[src/rtl/pixel_fb_writer.sv]
// Pixel frame-buffer writer: RGB888 -> RGB444, raster addressing with clipping,
// full-buffer clear sweep, and a small FIFO to hold pixels arriving during the sweep.
module pixel_fb_writer #(
  parameter int          FB_WIDTH    = 320,
  parameter int          FB_HEIGHT   = 240,
  parameter int          ADDR_W      = 17,
  parameter int          FIFO_DEPTH  = 16,
  parameter logic [11:0] CLEAR_COLOR = 12'h000
) (
  input  logic              clk,
  input  logic              reset,
  input  logic [7:0]        pix_r,
  input  logic [7:0]        pix_g,
  input  logic [7:0]        pix_b,
  input  logic              pix_valid,
  input  logic [15:0]       img_height,
  input  logic [15:0]       img_width,
  input  logic              dim_valid,
  input  logic              clear_req,
  output logic              fb_we,
  output logic [ADDR_W-1:0] fb_addr,
  output logic [11:0]       fb_wdata,
  output logic              busy,
  output logic              frame_done,
  output logic              overflow
);

  localparam int                PW       = $clog2(FIFO_DEPTH);
  localparam logic [PW:0]       PTR_ONE  = (PW+1)'(1);
  localparam logic [ADDR_W-1:0] CLR_LAST = ADDR_W'(FB_WIDTH * FB_HEIGHT - 1);
  localparam logic [31:0]       FBW      = 32'(FB_WIDTH);
  localparam logic [31:0]       FBH      = 32'(FB_HEIGHT);

  typedef enum logic [1:0] {IDLE, CLEAR, RUN, DONE} state_t;

  state_t            state_q, state_d;
  logic              dim_latched_q, dim_latched_d;
  logic [15:0]       w_q, w_d, h_q, h_d;
  logic [15:0]       x_q, x_d, y_q, y_d;
  logic [31:0]       row_base_q, row_base_d;
  logic [ADDR_W-1:0] clr_addr_q, clr_addr_d;
  logic [PW:0]       wr_ptr_q, wr_ptr_d, rd_ptr_q, rd_ptr_d;
  logic [23:0]       fifo_mem [FIFO_DEPTH];
  logic [23:0]       rd_data;

  logic              fb_we_q, fb_we_d;
  logic [ADDR_W-1:0] fb_addr_q, fb_addr_d;
  logic [11:0]       fb_wdata_q, fb_wdata_d;
  logic              busy_q, busy_d;
  logic              frame_done_q, frame_done_d;
  logic              overflow_q, overflow_d;

  logic empty, full, pop, push, drop;
  logic dims_ok, last_x, last_y, in_fb;

  assign fb_we      = fb_we_q;
  assign fb_addr    = fb_addr_q;
  assign fb_wdata   = fb_wdata_q;
  assign busy       = busy_q;
  assign frame_done = frame_done_q;
  assign overflow   = overflow_q;

  // Extra pointer MSB distinguishes full from empty.
  assign empty   = (wr_ptr_q == rd_ptr_q);
  assign full    = (wr_ptr_q[PW] != rd_ptr_q[PW]) &&
                   (wr_ptr_q[PW-1:0] == rd_ptr_q[PW-1:0]);
  assign pop     = !empty && ((state_q == RUN) || (state_q == DONE));
  assign push    = pix_valid && (!full || pop);
  assign drop    = pix_valid && full && !pop;
  assign rd_data = fifo_mem[rd_ptr_q[PW-1:0]];

  assign dims_ok = (w_q != 16'd0) && (h_q != 16'd0);
  assign last_x  = (x_q == w_q - 16'd1);
  assign last_y  = (y_q == h_q - 16'd1);
  assign in_fb   = ({16'd0, x_q} < FBW) && ({16'd0, y_q} < FBH);

  always_ff @(posedge clk) begin
    if (push) fifo_mem[wr_ptr_q[PW-1:0]] <= {pix_r, pix_g, pix_b};
  end

  always_comb begin
    wr_ptr_d = push ? wr_ptr_q + PTR_ONE : wr_ptr_q;
    rd_ptr_d = pop  ? rd_ptr_q + PTR_ONE : rd_ptr_q;
  end

  always_comb begin
    state_d       = state_q;
    dim_latched_d = dim_latched_q;
    w_d           = w_q;
    h_d           = h_q;
    x_d           = x_q;
    y_d           = y_q;
    row_base_d    = row_base_q;
    clr_addr_d    = clr_addr_q;
    fb_we_d       = 1'b0;
    fb_addr_d     = fb_addr_q;
    fb_wdata_d    = fb_wdata_q;
    busy_d        = 1'b0;
    frame_done_d  = 1'b0;
    overflow_d    = overflow_q | drop;

    if (!dim_latched_q && dim_valid) begin
      w_d           = img_width;
      h_d           = img_height;
      dim_latched_d = 1'b1;
    end

    case (state_q)
      IDLE: begin
        if (clear_req) begin
          state_d    = CLEAR;
          clr_addr_d = '0;
        end else if (dim_latched_q) begin
          state_d = RUN;
        end
      end
      CLEAR: begin
        fb_we_d    = 1'b1;
        fb_wdata_d = CLEAR_COLOR;
        fb_addr_d  = clr_addr_q;
        busy_d     = 1'b1;
        if (clr_addr_q == CLR_LAST) begin
          clr_addr_d = '0;
          state_d    = dim_latched_q ? RUN : IDLE;
        end else begin
          clr_addr_d = clr_addr_q + 1'b1;
        end
      end
      RUN: begin
        // Zero-sized images swallow pixels without touching the counters.
        if (pop && dims_ok) begin
          fb_addr_d  = ADDR_W'(row_base_q + {16'd0, x_q});
          fb_wdata_d = {rd_data[23:20], rd_data[15:12], rd_data[7:4]};
          fb_we_d    = in_fb;
          if (last_x) begin
            x_d        = 16'd0;
            y_d        = y_q + 16'd1;
            row_base_d = row_base_q + FBW;
          end else begin
            x_d = x_q + 16'd1;
          end
          if (last_x && last_y) begin
            frame_done_d = 1'b1;
            state_d      = DONE;
          end
        end
      end
      DONE: begin
        if (clear_req) begin
          state_d       = CLEAR;
          clr_addr_d    = '0;
          x_d           = 16'd0;
          y_d           = 16'd0;
          row_base_d    = '0;
          dim_latched_d = 1'b0;
        end
      end
      default: state_d = IDLE;
    endcase
  end

  always_ff @(posedge clk) begin
    if (reset) begin
      state_q       <= IDLE;
      dim_latched_q <= 1'b0;
      w_q           <= '0;
      h_q           <= '0;
      x_q           <= '0;
      y_q           <= '0;
      row_base_q    <= '0;
      clr_addr_q    <= '0;
      wr_ptr_q      <= '0;
      rd_ptr_q      <= '0;
      fb_we_q       <= 1'b0;
      fb_addr_q     <= '0;
      fb_wdata_q    <= '0;
      busy_q        <= 1'b0;
      frame_done_q  <= 1'b0;
      overflow_q    <= 1'b0;
    end else begin
      state_q       <= state_d;
      dim_latched_q <= dim_latched_d;
      w_q           <= w_d;
      h_q           <= h_d;
      x_q           <= x_d;
      y_q           <= y_d;
      row_base_q    <= row_base_d;
      clr_addr_q    <= clr_addr_d;
      wr_ptr_q      <= wr_ptr_d;
      rd_ptr_q      <= rd_ptr_d;
      fb_we_q       <= fb_we_d;
      fb_addr_q     <= fb_addr_d;
      fb_wdata_q    <= fb_wdata_d;
      busy_q        <= busy_d;
      frame_done_q  <= frame_done_d;
      overflow_q    <= overflow_d;
    end
  end

endmodule

[config.mk]
export PLATFORM = sky130hd
export DESIGN_NAME = pixel_fb_writer
export DESIGN_NICKNAME = d
export VERILOG_FILES = /design/src/rtl/pixel_fb_writer.sv
export SDC_FILE = /design/constraint.sdc
export NUM_CORES = 1
export LEC_CHECK = 0
export ABC_AREA = 1
export BUFFER_PORTS_ARGS = -buffer_cell sky130_fd_sc_hd__buf_2
export CAP_MARGIN = 10
export CORE_MARGIN = 2
export CORE_UTILIZATION = 61
export CTS_CLUSTER_DIAMETER = 40
export DETAILED_ROUTE_END_ITERATION = 10
export GPL_TIMING_DRIVEN = 0
export PLACE_DENSITY = 0.9
export SLEW_MARGIN = 20
export SYNTH_ARGS = -nofsm -noshare
export SYNTH_HDL_FRONTEND = slang
export SYNTH_SLANG_ARGS = --single-unit
[constraint.sdc]
create_clock -name clk -period 2.8 [get_ports clk]
set_input_delay 0.14 -clock clk [delete_from_list [all_inputs] [get_ports clk]]
set_output_delay 0.14 -clock clk [all_outputs]
set_load 0.01 [all_outputs]
==> metrics.md <==
| Metric | Value |
|---|---|
| Status | `finished, violations left` |
| Failing checks | `negative setup slack` |
| Post-route DRC | `0` |
| Vias | `15,100` |
| Hold Vio Cnt, Final | `0` |
| Site Rows | `59` |
| Storage cell area | `around 8600 um^2` |
| 1st-pass router iterations | `7` |
| Post-Synthesis Cell Area | `15,900 um^2` |
| Crit path launch type | `flip-flop` |
| 1st-iter DRT viols | `2,279` |
| Critical path type | `reg2reg` |
| Footprint of the multi-input gates | `6410 um^2` |
| Int Pwr | `between 0.009 and 0.01 W` |
| I/O Buffers | `80` |
| Fin worst setup slack | `-45.4 ps` |
| Fmax | `around 0.35 GHz` |
| Switching Fraction | `35.2%` |
| Synth unique cells | `50` |
| Die X | `166 um` |
| Fin crit period | `2850 ps` |
| Clock Power Share | `37.2%` |
| Post-CTS setup buffer count | `0` |
| H-Tree Depth | `2` |
| Max VDD drop | `0.562 mV` |
| Leakage | `about 7.1 nW` |
| Non-Filler Instances | `2,356` |
| Initial Util | `61.7%` |
| P&R area growth vs syn | `17.8%` |
| Final Slew Violations | `0` |
| Buf/Inv on CP | `4` |
| Root buf cell | `clkbuf_16` |
| Worst-path maximum fanout | `10` |
| PD cells | `820 nW/um^2` |
| Synth Register Bits | `about 330` |
| Commonest non-fill, non-tap cell in the layout | `nand2_1` |
| Crit-path slowest cell | `clkbuf_1` |
| GRT Total Usage | `35.1%` |
| Syn Nets | `1,902` |
| HPWL after detailed placement | `30,300 um` |
| Ys Warns | `0` |
| Antenna-violating nets left | `0` |
| Vias in the first global route | `14,800` |
| Worst path required time | `3260 ps` |
| Die area | `27,400 um^2` |
| Relative slew slack | `32.3%` |
| Worst-path clk slew | `60 ps` |
| Crit path largest cell delay | `710 ps` |
| CP Capture Type | `flip-flop` |
| Worst-Margin Slew | `1010 ps` |
| Final setup fails | `1` |
| Worst-Skew Late Latency | `slightly below 600 ps` |
| CTS tree | `yes` |
| Diode count | `0` |
| Worst path cell trace | `inv_1 -> clkbuf_1 -> clkbuf_1 -> nor2_1 -> o22ai_1 -> o211ai_1 -> nand2_1 -> inv_1 -> o21ai_1` |
| # Max-Cap Violations | `0` |
| GRT overflow | `0` |
| Final hold slack | `233 ps` |
| Synth Instances | `about 1,800` |
| Sequential power share | `36.9%` |
| RSZ-0062 raised after global routing | `no` |
| Most frequent cells in the layout | `276 x nand2_1, 259 x nor2_1, 192 x edfxtp_1` |
| Vias/cell | `6.40` |
| Initial antenna violation count | `0` |
| DR WL/cell | `21.1 um` |
| Fin crit share | `102%` |
| First-pass GRT wire length | `between 70,000 and 80,000 um` |
| CP top delay family | `buffers and inverters` |
| Psw | `about 0.0054 W` |
| Maximum number of pins on one net before global-route repair | `17` |
| Clock sink count | `334` |
| WL final | `between 40,000 and 50,000 um` |
| Placed insts | `2,230` |
| Nets | `roughly 2,100` |
| Syn avg cell area | `roughly 8.8 um^2` |
| CTS buffer count | `43` |
| Chip height | `166 um` |
| Clock Tree Buf Depth | `3` |
| Gpl congestion | `0.960` |
| Setup WS pre-CTS | `91.9 ps` |
| Ratio of cells with drive above 1 in the final layout | `10.3%` |
| I/O pin cnt | `94` |
| Combinational power share | `between 20 and 30%` |
| HP Class | `in2reg` |
| WP data arrival | `3310 ps` |
| Core Area | `25,800 um^2` |
| Fillers | `1,703` |
| Share of the yosys chip area belonging to registers | `54.0%` |
| Setup Skew | `39.1 ps` |
-- layer usage --
metal,part of all wire (%),GRT usage [%],vias to the layer above
met5,0,0,-
met4,6.2,19.3,0
met3,13,6.98,292
met2,45,56.4,1336
met1,35,44.9,6864
li1,-,-,6589
-- cells in the mapped netlist (all sizes together) --
library cell  instances  area share, %
nand2               281            6.8
nor2                280            6.8
o21ai               199            6.3
edfxtp              192             36
inv                 154            3.6
dfxtp               142             18
a21oi               111            3.6
nand3               103            3.3
clkbuf               70            1.6
xor2                 39            2.1
nor3                 33            1.2
o221ai               32            1.8
xnor2                27            1.5
ha                   26            2.0
nand4                26            1.1
o211ai               17           0.80
o22ai                17           0.67
buf                  16           0.73
nand3b               12           0.57
nor4                  8           0.31
a211oi                4           0.19
a31oi                 4           0.16
o21bai                4           0.19
clkinv                3          0.071
a22oi                 2          0.094
and2                  2          0.094
and3                  2          0.078
nor3b                 2          0.094
o31ai                 2          0.094
a2111oi               1          0.055
a32oi                 1          0.055
nor4b                 1          0.055
o21a                  1          0.047
or2                   1          0.039
-- cell families (layout without fill, tap and decap cells) --
logic type      count (synthesis)  in the layout  synth area share (%)
buf+inv                       243            449                  6.07
simple gates                  751            751                  20.3
xor+xnor                       66             66                  3.63
compound gates                395            395                  14.0
fa+ha+maj                      26             26                  2.04
flops                         334            334                  54.0
-- power by group through the flow --
stage	sequential [W]	clock (W)	combinational, W
after floorplan	0.00579	0	0.00230
after detailed placement	0.00577	0	0.00360
after global routing	0.00572	0.00591	0.00421
after CTS	0.00568	0.00567	0.00376
final	0.00569	0.00573	0.00399
after global placement	0.00576	0	0.00346
-- final cells by class --
| cell class | count | share of cell area, % |
|---|---|---|
| Timing Repair Buffer | 127 | 4.64 |
| Clock inverter | 26 | 1.80 |
| Buffer | 86 | 2.03 |
| Clock buffer | 53 | 6.20 |
| Sequential cell | 334 | 45.8 |
| Inverter | 157 | 3.15 |
| Multi-Input combinational cell | 1238 | 34.1 |
| Tap cell | 335 | 2.23 |
-- worst min-delay path, delay by kind of cell --
| kind | cells | cell delay (ps) |
|---|---|---|
| AOI/OAI and AO/OA | 2 | 330 |
| buffers and inverters | 1 | 270 |
-- state kept, by name (all words and copies together), names as in the netlist, named ones only --
name	count
y_q	16
w_q	16
fb_addr	17
clr_addr_q	17
h_q	16
wr_ptr_q	5
state_q	2
frame_done	1
row_base_q	11
rd_ptr_q	5
dim_latched_q	1
overflow	1
busy	1
fifo_mem	192
fb_we	1
fb_wdata	12
x_q	16
-- what timing repair did --
action	in CTS	in global routing
setup endpoints to repair	0	7
endpoints found under the hold margin	209	0
gates resized for setup	0	4
hold buffers	47	0
-- final timing paths --
check                            from                    endpoint  slack [ps]  cells after the start
max                         flip-flop    fb_wdata[6]$_SDFFE_PP0P_         -50                      9
min                             reset  clr_addr_q[0]$_SDFFE_PP0P_         230                      3
max reg2reg                 flip-flop    fb_wdata[6]$_SDFFE_PP0P_         -50                      9
min reg2reg  wr_ptr_q[4]$_SDFFE_PP0P_    wr_ptr_q[4]$_SDFFE_PP0P_         480                      1
-- stage by stage --
stage | utilization, % | setup TNS (ps) | instance area, um^2 | total power, W
after detailed placement | 65.0 | 0 | 16800 | 0.00938
final | 72.7 | -45.4 | 18800 | 0.0154
after floorplan | - | 0 | 15900 | 0.00809
after CTS | 72.6 | 0 | 18800 | 0.0151
after global placement | 64.9 | 0 | 16800 | 0.00923
after global routing | 72.7 | 0 | 18800 | 0.0158
(Power assumes the default switching activity.)
